$ cat src/rtl/mips_timer_irq_pkg.sv
// Shared constants for the memory-mapped countdown timer: register offsets, modes, CTRL fields, FSM states.
// Latency: n/a (declarations only).
// Backpressure: n/a (declarations only).
package mips_timer_irq_pkg;

   // Word offsets within the 16-byte register window (Addr[3:2])
   localparam logic [1:0] TMR_CTRL   = 2'd0;
   localparam logic [1:0] TMR_PRESET = 2'd1;
   localparam logic [1:0] TMR_COUNT  = 2'd2;
   localparam logic [1:0] TMR_RSVD   = 2'd3;

   // CTRL.MODE codes; 1x decodes as one-shot
   localparam logic [1:0] MODE_ONESHOT  = 2'b00;
   localparam logic [1:0] MODE_PERIODIC = 2'b01;

   // CTRL field bit positions
   localparam int CTRL_EN_BIT   = 0;
   localparam int CTRL_MODE_LSB = 1;
   localparam int CTRL_MODE_MSB = 2;
   localparam int CTRL_IM_BIT   = 3;

   // Countdown FSM states
   typedef enum logic [1:0] {
      ST_IDLE = 2'd0,
      ST_LOAD = 2'd1,
      ST_CNT  = 2'd2,
      ST_INT  = 2'd3
   } tmr_state_t;

   // Only the exact periodic code auto-reloads; every other code is one-shot
   function automatic logic mode_is_periodic(input logic [1:0] mode);
      return (mode == MODE_PERIODIC);
   endfunction

endpackage

$ cat src/rtl/mips_timer_irq.sv
// Memory-mapped countdown timer (CTRL/PRESET/COUNT) raising IRQ to CP0 when the count expires.
// Latency: enable write at edge 0 -> LOAD edge 1 -> CNT(N) edge 2 -> IRQ at edge 2+N; Dout is combinational.
// Backpressure: none; every bus write is accepted in the cycle it is presented.
module mips_timer_irq
   import mips_timer_irq_pkg::*;
#(
   parameter logic [31:0] BASE_ADDR = 32'h0000_7F00,
   parameter int          CNT_W     = 32
) (
   input  logic        clk,
   input  logic        reset,
   input  logic [31:0] Addr,
   input  logic        WE,
   input  logic [31:0] Din,
   output logic [31:0] Dout,
   output logic        IRQ
);

   localparam logic [CNT_W-1:0] CNT_ONE = CNT_W'(1);

   // Architectural registers
   logic             ctrl_en;
   logic [1:0]       ctrl_mode;
   logic             ctrl_im;
   logic [CNT_W-1:0] preset;
   logic [CNT_W-1:0] count;
   logic             irq_flag;

   tmr_state_t       state;
   tmr_state_t       state_nxt;

   // Bus decode
   logic       hit;
   logic [1:0] word;
   logic       wr_ctrl;
   logic       wr_preset;
   logic       periodic;
   logic [31:0] preset_ext;
   logic [31:0] count_ext;
   logic        unused_bits;

   assign hit       = (Addr[31:4] == BASE_ADDR[31:4]);
   assign word      = Addr[3:2];
   assign wr_ctrl   = hit && WE && (word == TMR_CTRL);
   assign wr_preset = hit && WE && (word == TMR_PRESET);
   assign periodic  = mode_is_periodic(ctrl_mode);

   // Byte offset bits and upper Din bits carry no information for this block
   assign unused_bits = ^{Addr[1:0], Din};

   // Zero-extend PRESET/COUNT to the 32-bit read bus for any legal CNT_W
   always_comb begin
      preset_ext               = '0;
      count_ext                = '0;
      preset_ext[CNT_W-1:0]    = preset;
      count_ext[CNT_W-1:0]     = count;
   end

   // Read mux: selected register, or 0 on a miss or the reserved word
   always_comb begin
      Dout = '0;
      if (hit) begin
         case (word)
            TMR_CTRL:   Dout = {28'd0, ctrl_im, ctrl_mode, ctrl_en};
            TMR_PRESET: Dout = preset_ext;
            TMR_COUNT:  Dout = count_ext;
            default:    Dout = '0;
         endcase
      end
   end

   // FSM state register
   always_ff @(posedge clk or posedge reset) begin
      if (reset) state <= ST_IDLE;
      else       state <= state_nxt;
   end

   // FSM next state; dropping EN in LOAD or CNT returns to IDLE without touching COUNT
   always_comb begin
      state_nxt = state;
      case (state)
         ST_IDLE: if (ctrl_en) state_nxt = ST_LOAD;
         ST_LOAD: state_nxt = ctrl_en ? ST_CNT : ST_IDLE;
         ST_CNT: begin
            if (!ctrl_en)            state_nxt = ST_IDLE;
            else if (count > CNT_ONE) state_nxt = ST_CNT;
            else                      state_nxt = ST_INT;
         end
         ST_INT:  state_nxt = periodic ? ST_LOAD : ST_IDLE;
         default: state_nxt = ST_IDLE;
      endcase
   end

   // CTRL register; a bus write beats the one-shot EN auto-clear in the same cycle
   always_ff @(posedge clk or posedge reset) begin
      if (reset) begin
         ctrl_en   <= 1'b0;
         ctrl_mode <= MODE_ONESHOT;
         ctrl_im   <= 1'b0;
      end else if (wr_ctrl) begin
         ctrl_en   <= Din[CTRL_EN_BIT];
         ctrl_mode <= Din[CTRL_MODE_MSB:CTRL_MODE_LSB];
         ctrl_im   <= Din[CTRL_IM_BIT];
      end else if ((state == ST_INT) && !periodic) begin
         ctrl_en   <= 1'b0;
      end
   end

   // PRESET register; only sampled into COUNT at LOAD, so mid-count writes wait for the next reload
   always_ff @(posedge clk or posedge reset) begin
      if (reset)          preset <= '0;
      else if (wr_preset) preset <= Din[CNT_W-1:0];
   end

   // COUNT: load from PRESET, then count down and saturate at 0; frozen whenever EN is low
   always_ff @(posedge clk or posedge reset) begin
      if (reset) begin
         count <= '0;
      end else if (ctrl_en) begin
         if (state == ST_LOAD)      count <= preset;
         else if (state == ST_CNT)  count <= (count > CNT_ONE) ? (count - CNT_ONE) : '0;
      end
   end

   // Interrupt flag: set on entering INT (takes priority), cleared by CTRL writes or on leaving a periodic INT
   always_ff @(posedge clk or posedge reset) begin
      if (reset) begin
         irq_flag <= 1'b0;
      end else if ((state_nxt == ST_INT) && (state != ST_INT)) begin
         irq_flag <= 1'b1;
      end else if (wr_ctrl) begin
         irq_flag <= 1'b0;
      end else if ((state == ST_INT) && periodic) begin
         irq_flag <= 1'b0;
      end
   end

   // Both terms are flops with async reset, so IRQ drops as soon as reset asserts
   assign IRQ = irq_flag & ctrl_im;

endmodule

$ cat config.mk
export PLATFORM = sky130hd
export DESIGN_NAME = mips_timer_irq
export DESIGN_NICKNAME = d
export VERILOG_FILES = /design/src/rtl/mips_timer_irq_pkg.sv /design/src/rtl/mips_timer_irq.sv
export SDC_FILE = /design/constraint.sdc
export NUM_CORES = 1
export LEC_CHECK = 0
export CAP_MARGIN = 20
export CORE_MARGIN = 1
export CORE_UTILIZATION = 55
export CTS_BUF_LIST = sky130_fd_sc_hd__clkbuf_4 sky130_fd_sc_hd__clkbuf_8
export CTS_CLUSTER_DIAMETER = 60
export CTS_CLUSTER_SIZE = 30
export DETAILED_ROUTE_END_ITERATION = 12
export MAX_ROUTING_LAYER = met4
export PLACE_DENSITY_LB_ADDON = 0.05
export SLEW_MARGIN = 20
export SYNTH_ARGS = -nofsm -noshare
export SYNTH_HDL_FRONTEND = slang
export SYNTH_SLANG_ARGS = --single-unit
$ cat constraint.sdc
create_clock -name clk -period 6.15 [get_ports clk]
set_clock_uncertainty 0.15 [all_clocks]
set_input_delay 0.615 -clock clk [delete_from_list [all_inputs] [get_ports clk]]
set_output_delay 0.615 -clock clk [all_outputs]
set_load 0.005 [all_outputs]
Word level (Yosys, flattened, before mapping)
Cells that the tools add are included.

word-level totals
  flip-flop bits (word level) = 71

cells by class
  reductions and logical operators = 13
  equal/unequal tests = 9
  bitwise logic cells = 1
  multiplexer cells = 16
  add/sub/neg operators = 1
  magnitude comparators = 1

operators by type and width
  cell                     count
  $mux W32                 4
  $pmux W32 S3             1
  $gt A32 B1 Y1 const B    1
  $sub A32 B1 Y32 const B  1
  $eq A28 B11 Y1 const B   1
  $eq A2 B2 Y1 const B     4
  $pmux W2 S4              1
  $mux W1                  7
  $eq A2 B1 Y1 const B     3
  $logic_and A1 B1 Y1      6
  $mux W2                  3
  $logic_not A2 Y1         2
  $reduce_bool A2 Y1       2
  $reduce_bool A3 Y1       1
  $ne A2 B2 Y1 const B     1
  $reduce_and A2 Y1        1
  $and A1 B1 Y1            1
  $logic_not A1 Y1         1

Depth between registers and ports, before layout
  word-level depth = 7
  depth in mapped cells = 9

Worst setup path before layout
Ideal clock, no wire load.

  path kind = input to output
  start = input port Addr[2]
  end = output port Dout[11]
  required time = 5.385 ns
  stages = 6
  buffers on the path = 3
  data arrival time = 1.894 ns
  setup slack = 3.491 ns
  path through = clkbuf_1 -> nor2b_1 -> clkbuf_1 -> clkbuf_1 -> a22oi_1 -> nor2_1

on the way
  word-level cells in the longest chain between the ends = 3
  elaborated cells between the ends (all ways) = 5
  classes of those cells = eq/ne (2); mux (2); reduce/logical (1)

RTL lines
  element                                     RTL line              text
  start, declared                             mips_timer_irq.sv:12  input logic [31:0] Addr,
  $eq A2 B2 Y1, or another cell as far along  mips_timer_irq.sv:63  case (word)
  $pmux W32 S3 *                              mips_timer_irq.sv:63
  $mux W32 *                                  mips_timer_irq.sv:62  if (hit) begin
  end, declared                               mips_timer_irq.sv:15  output logic [31:0] Dout,

Mark *: on every way between the ends. The rest lies on a longest branch, timed or not.

Worst setup path in the final report
  start = input port Addr[2]
  end = output port Dout[31]

Same word-level chain as after synthesis.

==> impl_metrics.json <==
{
  "grt_overflow": 0,
  "grt_start_max_net_pins": 72,
  "synth_area_um2": 4364,
  "arrival_ps": 3110,
  "final_net_count": 627,
  "htree_levels": 3,
  "crit_chain": "clkdlybuf4s50_1, nor2b_2, buf_4, a22oi_1, nor2_1, clkdlybuf4s50_1",
  "row_count": 32,
  "r2r_end": "count[4]",
  "cp-start-kind": "primary input",
  "vdd_drop_max_mv": 0.08506,
  "ant_nets": 0,
  "syn_to_final_growth_pct": 27.44,
  "dpl.hpwl_mm": 8.117,
  "crit_start": "Addr[2]",
  "critical_path_depth": 6,
  "powerDensity_nw_per_um2": 164.2,
  "drv_slew": 0,
  "r2r_setup_slack_ps": 3020,
  "r2r_start": "count[6]",
  "wl_per_cell_um": 18.22,
  "clkTransAtPathRegs_ps": 80,
  "final_cell_mix": "97 x clkdlybuf4s50_1, 71 x dfrtp_1, 54 x nor2_1",
  "hold_viol": 0,
  "hold_buffers": 0,
  "fin_crit_ps": 3876,
  "ys_ff_latch": 71,
  "fmax_ghz": 0.2580,
  "crit_path_frequent_cell": "clkdlybuf4s50_1",
  "final-setup-viol-count": 0,
  "die_w_um": 91.08,
  "portBuffers": 97,
  "yosysSeqAreaShare": 0.4071,
  "cts_max_path_buffers": 2,
  "avgSynthCellArea_um2": 9.111,
  "final_common_cell": "clkdlybuf4s50_1",
  "cp_max_fo": 16,
  "crit_path_end_kind": "primary output",
  "place_ws_ps": 1991,
  "final_layout_size_suffix_gt1_frac": 0.1324,
  "yosysWarnings": 0,
  "critPathKind": "primary input to primary output",
  "slowest_stage": "clkdlybuf4s50_1",
  "r2r.worst_path.cells": 5,
  "yosysUniqueCellTypes": 50,
  "tightestPinTransition_ps": 1022,
  "grt_pass1_wl_mm": 20.58,
  "drc": 0,
  "max_cap_viol_count": 0,
  "tns_ps": 0,
  "diodes": 0,
  "crit_end": "Dout[31]",
  "clkLatencyLatePin_ps": 350,
  "hp-class": "register to register",
  "total_power_uw": 913.1,
  "finalWirelength_mm": 12.05,
  "antenna_found_initial": 0,
  "slew_headroom": 0.3166,
  "design.core.area_um2": 7687,
  "clock_sinks": 71,
  "crit_family": "buffers and inverters",
  "crit_buf_inv": 3,
  "viasPerCell": 6.381,
  "cts_resized": 0,
  "grt_pass1_vias": 4103,
  "fin_crit_sh": 0.6302,
  "die_area_um2": 8295,
  "tritoncts": "built",
  "grt_usage": 0.3214,
  "ys.flop_type": "dfrtp_1",
  "synth_async_sr_flop_share": 1.000,
  "syn_nets": 552,
  "first_iter_violations": 318,
  "first_pass_iters": 5,
  "post-cts-setup-buffers": 0,
  "chipHeight_um": 91.08,
  "vias": 4218,
  "synth-edff-count": 0,
  "cp.required_ps": 5380,
  "cts_inserted_buffers": 9,
  "crit_path_max_incr_delay_ps": 720,
  "setup_ws_ps": 2274,
  "gp_congestion": 0.8874,
  "rsz0062_at_grt": "no",
  "cts-root-buf": "clkbuf_8",
  "synth_cells": 479,
  "leakage_nw": 2.359,
  "status": "finished clean",
  "start_util": 0.5677,
  "num_io_pins": 100
}
-- per-stage QoR --
step / util / area (um^2) / hold WS, ps / instances
global placement: 0.6976 / 5363 / 356.2 / 645
finish: 0.7235 / 5562 / 384.3 / 661
floorplan: - / 4364 / 335.2 / 479
global route: 0.7235 / 5562 / 406.4 / 661
CTS: 0.7233 / 5560 / 388.3 / 661
detailed placement: 0.6976 / 5363 / 370.3 / 645
-- metal layers --
metal,up-vias,GRT usage,wire (um),part of all wire
li1,1951,-,-,-
met1,2032,0.4312,5257,0.44
met2,221,0.5032,5738,0.48
met3,14,0.04439,903,0.075
met4,0,0.1111,146,0.012
met5,-,-,0,0
-- final cells by class --
class / count / area [um^2]
Inverter: 13 / 48.80
Tap cell: 102 / 127.6
Multi-Input combinational cell: 354 / 2380
Timing Repair Buffer: 105 / 1031
Clock inverter: 4 / 45.04
Clock buffer: 12 / 152.6
Fill cell: 586 / 2126
Sequential cell: 71 / 1777
-- registers in the layout, summed over array words and instances (netlist names) --
signal and count:
irq_flag 1, state 2, ctrl_mode 2, ctrl_im 1
preset 32, ctrl_en 1, count 32
-- worst min path at each step --
| stage | start | end | slack (ps) | depth (start not counted) |
|---|---|---|---|---|
| finish | preset[24] | preset[24] | 380 | 1 |
| detailed placement | preset[24] | preset[24] | 370 | 1 |
| floorplan | preset[16] | count[16] | 340 | 2 |
| CTS | preset[24] | preset[24] | 390 | 1 |
| global route | ctrl_im | ctrl_im | 410 | 1 |
| global placement | ctrl_im | ctrl_im | 360 | 1 |
-- kinds of logic (layout without fill, tap and decap cells) --
group | Yosys count | in the layout | share of synthesized area
AOI/OAI and AO/OA | 134 | 134 | 0.2167
buffers and inverters | 54 | 134 | 0.05103
DFF | 71 | 71 | 0.4071
muxes | 39 | 39 | 0.09920
adders and majority gates | 6 | 6 | 0.01720
and+or+nand+nor | 175 | 175 | 0.2087
-- Yosys cell counts (all sizes together), types with 2 or more instances --
cell type,instances,area (um^2)
mux2i,5,50.05
inv,13,48.80
ha,6,75.07
nor2,55,206.5
o21ai,30,150.1
nor3,16,80.08
buf,10,56.30
o22ai,3,18.77
and2,4,25.02
dfrtp,71,1777
nor4,16,115.1
a221o,3,30.03
nand4,2,12.51
nor4b,3,26.28
and3,5,31.28
or4,10,86.33
or3,6,37.54
nand2,34,127.6
nand4b,2,17.52
a31oi,2,12.51
mux2,34,382.9
o311ai,2,17.52
nand3b,2,15.01
o2bb2ai,9,78.83
a21oi,15,75.07
clkbuf,31,117.6
nand2b,2,12.51
a32oi,7,61.31
and4,2,17.52
nor2b,3,18.77
a22oi,32,240.2
o211ai,4,30.03
o41ai,3,26.28
a22o,10,87.58
a31o,3,26.28
o31ai,7,57.55
nand3,9,45.04
-- power by group --
group	internal (mW)	leakage, nW	total (mW)	switching [mW]
Clock	0.206	0.107	0.380	0.175
Sequential	0.467	0.978	0.467	0.0000900
Combinational	0.0401	1.27	0.0662	0.0260
Power figures use the tool's default switching activity.
